--- config.mk ---
export PLATFORM = sky130hd
export DESIGN_NAME = mem_arbiter
export DESIGN_NICKNAME = d
export VERILOG_FILES = /design/src/rtl/mem_arbiter.sv
export SDC_FILE = /design/constraint.sdc
export NUM_CORES = 1
export LEC_CHECK = 0
export CAP_MARGIN = 20
export CORE_MARGIN = 2
export CORE_UTILIZATION = 46
export DETAILED_ROUTE_END_ITERATION = 10
export PLACE_DENSITY = 0.94
export SYNTH_ARGS = -nofsm -noshare
export SYNTH_HDL_FRONTEND = slang
export SYNTH_SLANG_ARGS = --single-unit
export TNS_END_PERCENT = 1
--- constraint.sdc ---
create_clock -name clk -period 8.3 [get_ports clk]
set_clock_uncertainty 0.15 [all_clocks]
set_input_delay 1.66 -clock clk [delete_from_list [all_inputs] [get_ports clk]]
set_output_delay 1.66 -clock clk [all_outputs]
set_load 0.02 [all_outputs]
--- src/rtl/mem_arbiter.sv ---
// Arbitrates the fetch (IF) and load/store (LS) masters onto one RAM port, one transaction at a time.
// Optional macro ROUND_ROBIN_EN selects round-robin conflict resolution; otherwise LS has fixed priority.
package typepkg;
    localparam logic [31:0] RAM_BASE_ADDR = 32'h0000_1000;
    localparam logic [31:0] RAM_END_ADDR  = 32'h0000_2000;
endpackage

module mem_arbiter #(
    parameter logic [31:0] BASE_ADDR = typepkg::RAM_BASE_ADDR,
    parameter logic [31:0] END_ADDR  = typepkg::RAM_END_ADDR
) (
    input  logic        clk,
    input  logic        rst,
    input  logic        if_req_valid,
    input  logic [31:0] if_req_addr,
    output logic        if_req_ready,
    output logic        if_rsp_valid,
    output logic [31:0] if_rsp_data,
    output logic        if_rsp_err,
    input  logic        ls_req_valid,
    input  logic        ls_req_we,
    input  logic [1:0]  ls_req_size,
    input  logic        ls_req_uns,
    input  logic [31:0] ls_req_addr,
    input  logic [31:0] ls_req_wdata,
    output logic        ls_req_ready,
    output logic        ls_rsp_valid,
    output logic [31:0] ls_rsp_data,
    output logic        ls_rsp_err,
    output logic [31:0] bus_addr,
    output logic [31:0] bus_wdata,
    output logic        bus_re,
    output logic        bus_we,
    output logic [3:0]  bus_wstrb,
    input  logic [31:0] bus_rdata
);
    typedef enum logic [1:0] {IDLE, ACCESS, RESP} state_t;

    state_t      state_reg, state_next;
    logic        grant_ls_reg;
    logic [31:0] addr_reg;
    logic [31:0] wdata_reg;
    logic [31:0] rsp_data_reg;
    logic        we_reg, uns_reg, fault_reg;
    logic [1:0]  size_reg;

    logic        any_req, pick_ls;
    logic [31:0] sel_addr;
    logic [1:0]  sel_size;
    logic        sel_fault;
    logic [3:0]  wstrb;
    logic [31:0] lane_wdata;
    logic [31:0] shifted, load_data;

    assign any_req = if_req_valid | ls_req_valid;

`ifdef ROUND_ROBIN_EN
    logic last_ls_reg;

    // Conflict goes to whichever master was not granted last; starts as "IF was last".
    always_ff @(posedge clk or posedge rst) begin
        if (rst)
            last_ls_reg <= 1'b0;
        else if (state_reg == IDLE && any_req)
            last_ls_reg <= pick_ls;
    end

    assign pick_ls = ls_req_valid & (~if_req_valid | ~last_ls_reg);
`else
    assign pick_ls = ls_req_valid;
`endif

    // Fetches behave as word reads.
    assign sel_addr  = pick_ls ? ls_req_addr : if_req_addr;
    assign sel_size  = pick_ls ? ls_req_size : 2'b10;
    assign sel_fault = (sel_addr < BASE_ADDR) || (sel_addr >= END_ADDR) ||
                       (sel_size == 2'b11) ||
                       (sel_size == 2'b01 && sel_addr[0]) ||
                       (sel_size == 2'b10 && sel_addr[1:0] != 2'b00);

    always_comb begin
        case (size_reg)
            2'b00:   wstrb = 4'b0001 << addr_reg[1:0];
            2'b01:   wstrb = addr_reg[1] ? 4'b1100 : 4'b0011;
            default: wstrb = 4'b1111;
        endcase
    end

    generate
        for (genvar gi = 0; gi < 4; gi++) begin : g_lane
            assign lane_wdata[gi*8 +: 8] = (size_reg == 2'b00) ? wdata_reg[7:0] :
                                           (size_reg == 2'b01) ? wdata_reg[(gi%2)*8 +: 8] :
                                                                 wdata_reg[gi*8 +: 8];
        end
    endgenerate

    assign shifted = bus_rdata >> {addr_reg[1:0], 3'b000};

    always_comb begin
        load_data = shifted;
        if (fault_reg || we_reg)
            load_data = 32'h0;
        else if (!grant_ls_reg)
            load_data = bus_rdata;
        else if (size_reg == 2'b00)
            load_data = {{24{~uns_reg & shifted[7]}}, shifted[7:0]};
        else if (size_reg == 2'b01)
            load_data = {{16{~uns_reg & shifted[15]}}, shifted[15:0]};
    end

    always_ff @(posedge clk or posedge rst) begin
        if (rst) begin
            state_reg    <= IDLE;
            grant_ls_reg <= 1'b0;
            addr_reg     <= 32'h0;
            wdata_reg    <= 32'h0;
            we_reg       <= 1'b0;
            uns_reg      <= 1'b0;
            size_reg     <= 2'b00;
            fault_reg    <= 1'b0;
            rsp_data_reg <= 32'h0;
        end else begin
            state_reg <= state_next;
            if (state_reg == IDLE && any_req) begin
                grant_ls_reg <= pick_ls;
                addr_reg     <= sel_addr;
                wdata_reg    <= ls_req_wdata;
                we_reg       <= pick_ls & ls_req_we;
                uns_reg      <= pick_ls & ls_req_uns;
                size_reg     <= sel_size;
                fault_reg    <= sel_fault;
            end
            if (state_reg == ACCESS)
                rsp_data_reg <= load_data;
        end
    end

    assign if_req_ready = (state_reg == IDLE);
    assign ls_req_ready = (state_reg == IDLE);

    // Bus strobes are decoded from state so an async reset drops them at once.
    always_comb begin
        state_next   = state_reg;
        bus_addr     = 32'h0;
        bus_wdata    = 32'h0;
        bus_re       = 1'b0;
        bus_we       = 1'b0;
        bus_wstrb    = 4'b0000;
        if_rsp_valid = 1'b0;
        if_rsp_data  = 32'h0;
        if_rsp_err   = 1'b0;
        ls_rsp_valid = 1'b0;
        ls_rsp_data  = 32'h0;
        ls_rsp_err   = 1'b0;
        case (state_reg)
            IDLE: begin
                if (any_req)
                    state_next = ACCESS;
            end
            ACCESS: begin
                state_next = RESP;
                if (!fault_reg) begin
                    bus_addr = {addr_reg[31:2], 2'b00};
                    if (we_reg) begin
                        bus_we    = 1'b1;
                        bus_wstrb = wstrb;
                        bus_wdata = lane_wdata;
                    end else begin
                        bus_re = 1'b1;
                    end
                end
            end
            RESP: begin
                state_next = IDLE;
                if (grant_ls_reg) begin
                    ls_rsp_valid = 1'b1;
                    ls_rsp_data  = rsp_data_reg;
                    ls_rsp_err   = fault_reg;
                end else begin
                    if_rsp_valid = 1'b1;
                    if_rsp_data  = rsp_data_reg;
                    if_rsp_err   = fault_reg;
                end
            end
            default: state_next = IDLE;
        endcase
    end
endmodule
# --- Word-level counts from Yosys, hierarchy flattened ---
# Index checks and enable logic that the tools add are counted.
# Widths: inputs -> output; s select.
classes:
  bitwise_logic: 6
  n_shift: 2
  n_lt_le_gt_ge: 2
  mux: 41
  n_reduce_logical: 11
  n_eq_ne: 7
op_table:
  columns: ["cell", "n"]
  rows:
  - ["$mux 32", 14]
  - ["$mux 8", 5]
  - ["$ge 32x14->1 const B", 1]
  - ["$lt 32x13->1 const B", 1]
  - ["$shr 32x5->32", 1]
  - ["$mux 4", 4]
  - ["$mux 1", 14]
  - ["$pmux 4 s2", 1]
  - ["$eq 2x1->1 const B", 3]
  - ["$eq 2x2->1 const B", 3]
  - ["$logic_or 1x1->1", 5]
  - ["$and 1x1->1", 4]
  - ["$logic_not 2->1", 2]
  - ["$mux 2", 2]
  - ["$pmux 2 s2", 1]
  - ["$shl 1x2->4 const A", 1]
  - ["$logic_and 1x1->1", 3]
  - ["$ne 2x1->1 const B", 1]
  - ["$reduce_bool 2->1", 1]
  - ["$not 1->1", 1]
  - ["$or 1x1->1", 1]
word_totals:
  input_bits: 136
  elab_cells: 78
  out_inout_bits: 140
  register_bits: 104

# --- Longest topological paths before layout ---
logic_depth:
  depth_word: 6
  depth_mapped: 7
  depth_no_buf: 5

# --- Worst setup path before layout ---
# OpenSTA, ideal clock, no wires.
synth_timing:
  path_type: "register to output"
  start: "register grant_ls_reg"
  end: "output port ls_rsp_data[22]"
  arrival_time_ns: 1.681
  path_stages_with_launch: 6
  t_required_ns: 6.490
  path_slack_ns: 4.809
  n_path_buf: 2
  path_cell_list: "dfrtp_1 > clkbuf_1 > inv_2 > nor3b_1 > clkbuf_1 > and2_1"
synth_between:
  elab_chain_cells: 2
synth_lines:
  columns: ["element", "line", "source"]
  rows:
  - ["start, declared", "40", "logic grant_ls_reg;"]
  - ["start signal, assigned", "125", "grant_ls_reg <= pick_ls;"]
  - ["$mux 32", "175", "if (grant_ls_reg) begin"]
  - ["$mux 32", "155", "case (state_reg)"]
  - ["end, declared", "28", "output logic [31:0] ls_rsp_data,"]
# No other way between the ends.

# --- Worst setup path in the final report ---
layout_timing:
  start: "register state_reg[1]"
  end: "output port bus_wdata[15]"
layout_between:
  elab_chain_cells: 2
layout_lines:
  columns: ["element", "line", "source"]
  rows:
  - ["start, declared", "39", "state_t state_reg, state_next;"]
  - ["start signal, assigned", "123", "state_reg <= state_next;"]
  - ["$eq 2x1->1", "155", null]
  - ["$mux 32", "155", null]
  - ["end, declared", "31", "output logic [31:0] bus_wdata,"]
# No other way between the ends.

==> impl_metrics.json <==
{
  "cts_htree_levels": 3,
  "timing.hold.worst_endpoint": "addr_reg[17]$_DFFE_PP0P_",
  "synth_seq_area_share_pct": 42.3,
  "cp_slowest_cell": "sky130_fd_sc_hd__clkdlybuf4s50_1",
  "syn2layout_area_growth_pct": 50.7,
  "post-cts-setup-buffer-count": 0,
  "synth.avg_cell_area_sq_um": 8.36,
  "drc_errors": 0,
  "overflow": 0,
  "route.detailed.vias_per_inst": 5.46,
  "dr_total_vias": 6281,
  "routed_wirelength_microns": 20600,
  "crit_path_max_incr_delay_ns": 0.65,
  "setup_viol_count_final": 0,
  "netlist.top_cell.by_area": "sky130_fd_sc_hd__dfrtp_1",
  "worst_path_bufs_invs": 2,
  "initial_core_util_pct": 46.8,
  "yosys_register_bits": 104,
  "grt_pass1_wl_microns": 32900,
  "worst_slew_pin_slew_ns": 1.02,
  "weighted_congestion_at_the_end_of_routability_driven_global_placement": 0.949,
  "final-instance-count-excl-fill": 1150,
  "cell_depth_of_the_worst_flop_to_flop_path": 5,
  "clockRootBuffer": "sky130_fd_sc_hd__clkbuf_16",
  "synth_enable_flop_cells": 0,
  "maxClockFrequency_mhz": 209,
  "netlist_instances": 735,
  "final-max-slew-violation-count": 0,
  "whs_path_depth": 2,
  "clockBufferDepth": 2,
  "power_per_cell_area_nw_per_um2": 239,
  "holdBufCountCts": 0,
  "grt_max_degree": 101,
  "pre_cts_ws_ns": 3.90,
  "ports_placed_on_the_boundary": 276,
  "hpwlAfterDp_microns": 15200,
  "cts_resized": 0,
  "timing.final.ws_setup_ns": 3.51,
  "max_cap_violations": 0,
  "dp_cells": 1136,
  "grt_setup_unrepaired": "false",
  "synth.area.top_cells": "sky130_fd_sc_hd__dfrtp_1 (42%), sky130_fd_sc_hd__and2_1 (10%), sky130_fd_sc_hd__nand2_1 (9.7%)",
  "die_area_sq_um": 14300,
  "yosysWarningCount": 0,
  "worst-endpoint-required_ns": 6.49,
  "synth.cell_area_sq_um": 6150,
  "p_leak_uw": 0.00403,
  "outcome": "complete, no violations",
  "final_min_period_over_clock_period_pct": 57.7,
  "worstReg2RegEnd": "rsp_data_reg[24]$_DFFE_PP0P_",
  "routed_wire_length_per_instance_microns": 17.9,
  "num_antenna_cells": 0,
  "timing.critical_path.fanout_max": 40,
  "finalNetCount": 1107,
  "port_buffers": 273,
  "setup.worst_path.start_class": "flop",
  "dr.pass1.iters": 5,
  "clk_pin_slew_worst_paths_ns": 0.07,
  "hold_path_startpoint": "addr_reg[17]$_DFFE_PP0P_",
  "total_clock_buffers_created_by_cts": 9,
  "type_of_the_tightest_min_delay_check": "reg -> reg",
  "first_global_vias": 6270,
  "fin_setup_tns_ns": 0,
  "timing.reg2reg.setup_slack_ns": 5.78,
  "placed_instance_area_sq_um": 8950,
  "tritoncts_clock_tree": "built",
  "max_slew_margin_pct": 32.1,
  "synth_top_cell_area_share_pct": 42.3,
  "die_width_microns": 120,
  "commonest_register_cell_after_synthesis": "sky130_fd_sc_hd__dfrtp_1",
  "final_antenna_net_count": 0,
  "asyncSetResetFlopFracSynth_pct": 100,
  "chipHeight_microns": 120,
  "worst_setup_path_end_kind": "primary output",
  "grt_antenna_before_repair": 0,
  "worst_skew_pair.late_latency_ns": 0.34,
  "reg2reg_from": "addr_reg[0]$_DFFE_PP0P_",
  "finalHoldViolCount": 0,
  "grt.total_usage_pct": 29.0,
  "synth_cell_types": 41,
  "clk_sink_count": 104,
  "drt_iter0_drc": 361,
  "cp.arrival_ns": 2.98,
  "setup.worst_path.class": "reg -> out",
  "critical_path.cell_chain": "nand2b_1, nor2_2, buf_4, nand2_1, a21oi_1, clkdlybuf4s50_1",
  "ir_drop_mv": 0.181,
  "placeableCoreArea_sq_um": 13100,
  "layout_min_cycle_time_ns": 4.79,
  "drive_above_1_share_pct": 3.80,
  "worst_path_dominant_cell_family": "buffers and inverters",
  "std_cell_rows": 42,
  "power.total_uw": 2210,
  "finish.instance_area_sq_um": 9260
}
[cell type report]
type | count | area, sq um
fillers | 1011 | 3880
multi-input cells | 567 | 3300
repair buffers | 283 | 2800
flip-flops and latches | 104 | 2600
clock buffers | 11 | 243
well taps | 176 | 220
clock inverters | 3 | 67.6
inverters | 6 | 25.0
[per-stage QoR]
step	hold slack [ns]	util, %
2_1_floorplan	0.292	-
3_3_place_gp	0.303	68.1
3_5_place_dp	0.312	68.1
4_1_cts	0.328	70.5
5_1_grt	0.354	70.5
6_report	0.323	70.5
[per-layer routing]
metal / vias to the layer above / global-route usage [%] / wire, microns
li1: 2967 / - / -
met1: 2934 / 35.6 / 8180
met2: 326 / 48.6 / 10000
met3: 54 / 6.70 / 1690
met4: 0 / 13.0 / 714
met5: - / 0 / 0
[how the worst max path moves through the flow]
stage / start / endpoint / depth (start not counted)
final: state_reg[1]$_DFFE_PP0P_ / bus_wdata[15] / 6
after detailed placement: state_reg[1]$_DFFE_PP0P_ / bus_wdata[13] / 6
after floorplan: rst / addr_reg[0]$_DFFE_PP0P_ / 1
after CTS: state_reg[1]$_DFFE_PP0P_ / bus_wdata[13] / 6
after global routing: state_reg[1]$_DFFE_PP0P_ / bus_wdata[13] / 6
after global placement: state_reg[1]$_DFFE_PP0P_ / bus_wdata[9] / 6
[report_power, final]
part	internal, uW	switching (uW)
logic	346	550
registers	678	185
clock network	270	186
total	1290	921
[layout by cell type (no fill, tap or decap), types with 10 or more instances in the layout]
master,synthesis,final
sky130_fd_sc_hd__a21oi_1,35,35
sky130_fd_sc_hd__a22oi_1,14,14
sky130_fd_sc_hd__and2_1,99,99
sky130_fd_sc_hd__and3_1,14,14
sky130_fd_sc_hd__buf_4,3,10
sky130_fd_sc_hd__clkdlybuf4s50_1,0,272
sky130_fd_sc_hd__dfrtp_1,104,104
sky130_fd_sc_hd__mux2i_1,57,57
sky130_fd_sc_hd__nand2_1,159,159
sky130_fd_sc_hd__nor2_1,37,36
sky130_fd_sc_hd__nor2b_1,11,11
sky130_fd_sc_hd__o21ai_0,51,51
sky130_fd_sc_hd__o21ai_1,25,24
[cells in the mapped netlist, types with 3 or more instances]
| cell | count |
|---|---|
| sky130_fd_sc_hd__a32oi_1 | 6 |
| sky130_fd_sc_hd__buf_1 | 8 |
| sky130_fd_sc_hd__o21ai_1 | 25 |
| sky130_fd_sc_hd__a22oi_1 | 14 |
| sky130_fd_sc_hd__dfrtp_1 | 104 |
| sky130_fd_sc_hd__and2_1 | 99 |
| sky130_fd_sc_hd__nand2b_1 | 4 |
| sky130_fd_sc_hd__clkbuf_1 | 46 |
| sky130_fd_sc_hd__inv_1 | 4 |
| sky130_fd_sc_hd__and3_1 | 14 |
| sky130_fd_sc_hd__nor2b_1 | 11 |
| sky130_fd_sc_hd__nand2_1 | 159 |
| sky130_fd_sc_hd__nor3b_1 | 3 |
| sky130_fd_sc_hd__mux2_4 | 3 |
| sky130_fd_sc_hd__buf_4 | 3 |
| sky130_fd_sc_hd__nor2_1 | 37 |
| sky130_fd_sc_hd__a22o_1 | 4 |
| sky130_fd_sc_hd__nor4b_1 | 3 |
| sky130_fd_sc_hd__nand3_1 | 7 |
| sky130_fd_sc_hd__a221o_1 | 9 |
| sky130_fd_sc_hd__a21oi_1 | 35 |
| sky130_fd_sc_hd__mux2i_1 | 57 |
| sky130_fd_sc_hd__o21ai_0 | 51 |
| sky130_fd_sc_hd__nor4_1 | 7 |
[tightest hold or removal path: stages, from the launching register on]
cell and delay (ns):
sky130_fd_sc_hd__dfrtp_1 0.34, sky130_fd_sc_hd__nand2_1 0.04, sky130_fd_sc_hd__o21ai_0 0.06
[kinds of logic (layout without fill, tap and decap cells)]
family,Yosys count,in the layout,share of synthesized area [%]
AO/OA/AOI/OAI,152,152,14.7
flip-flops,104,104,42.3
multiplexers,61,61,10.4
AND/OR/NAND/NOR,352,352,28.1
buffers and inverters,65,303,4.40
other,1,2,0.0610
(Power assumes the default switching activity.)
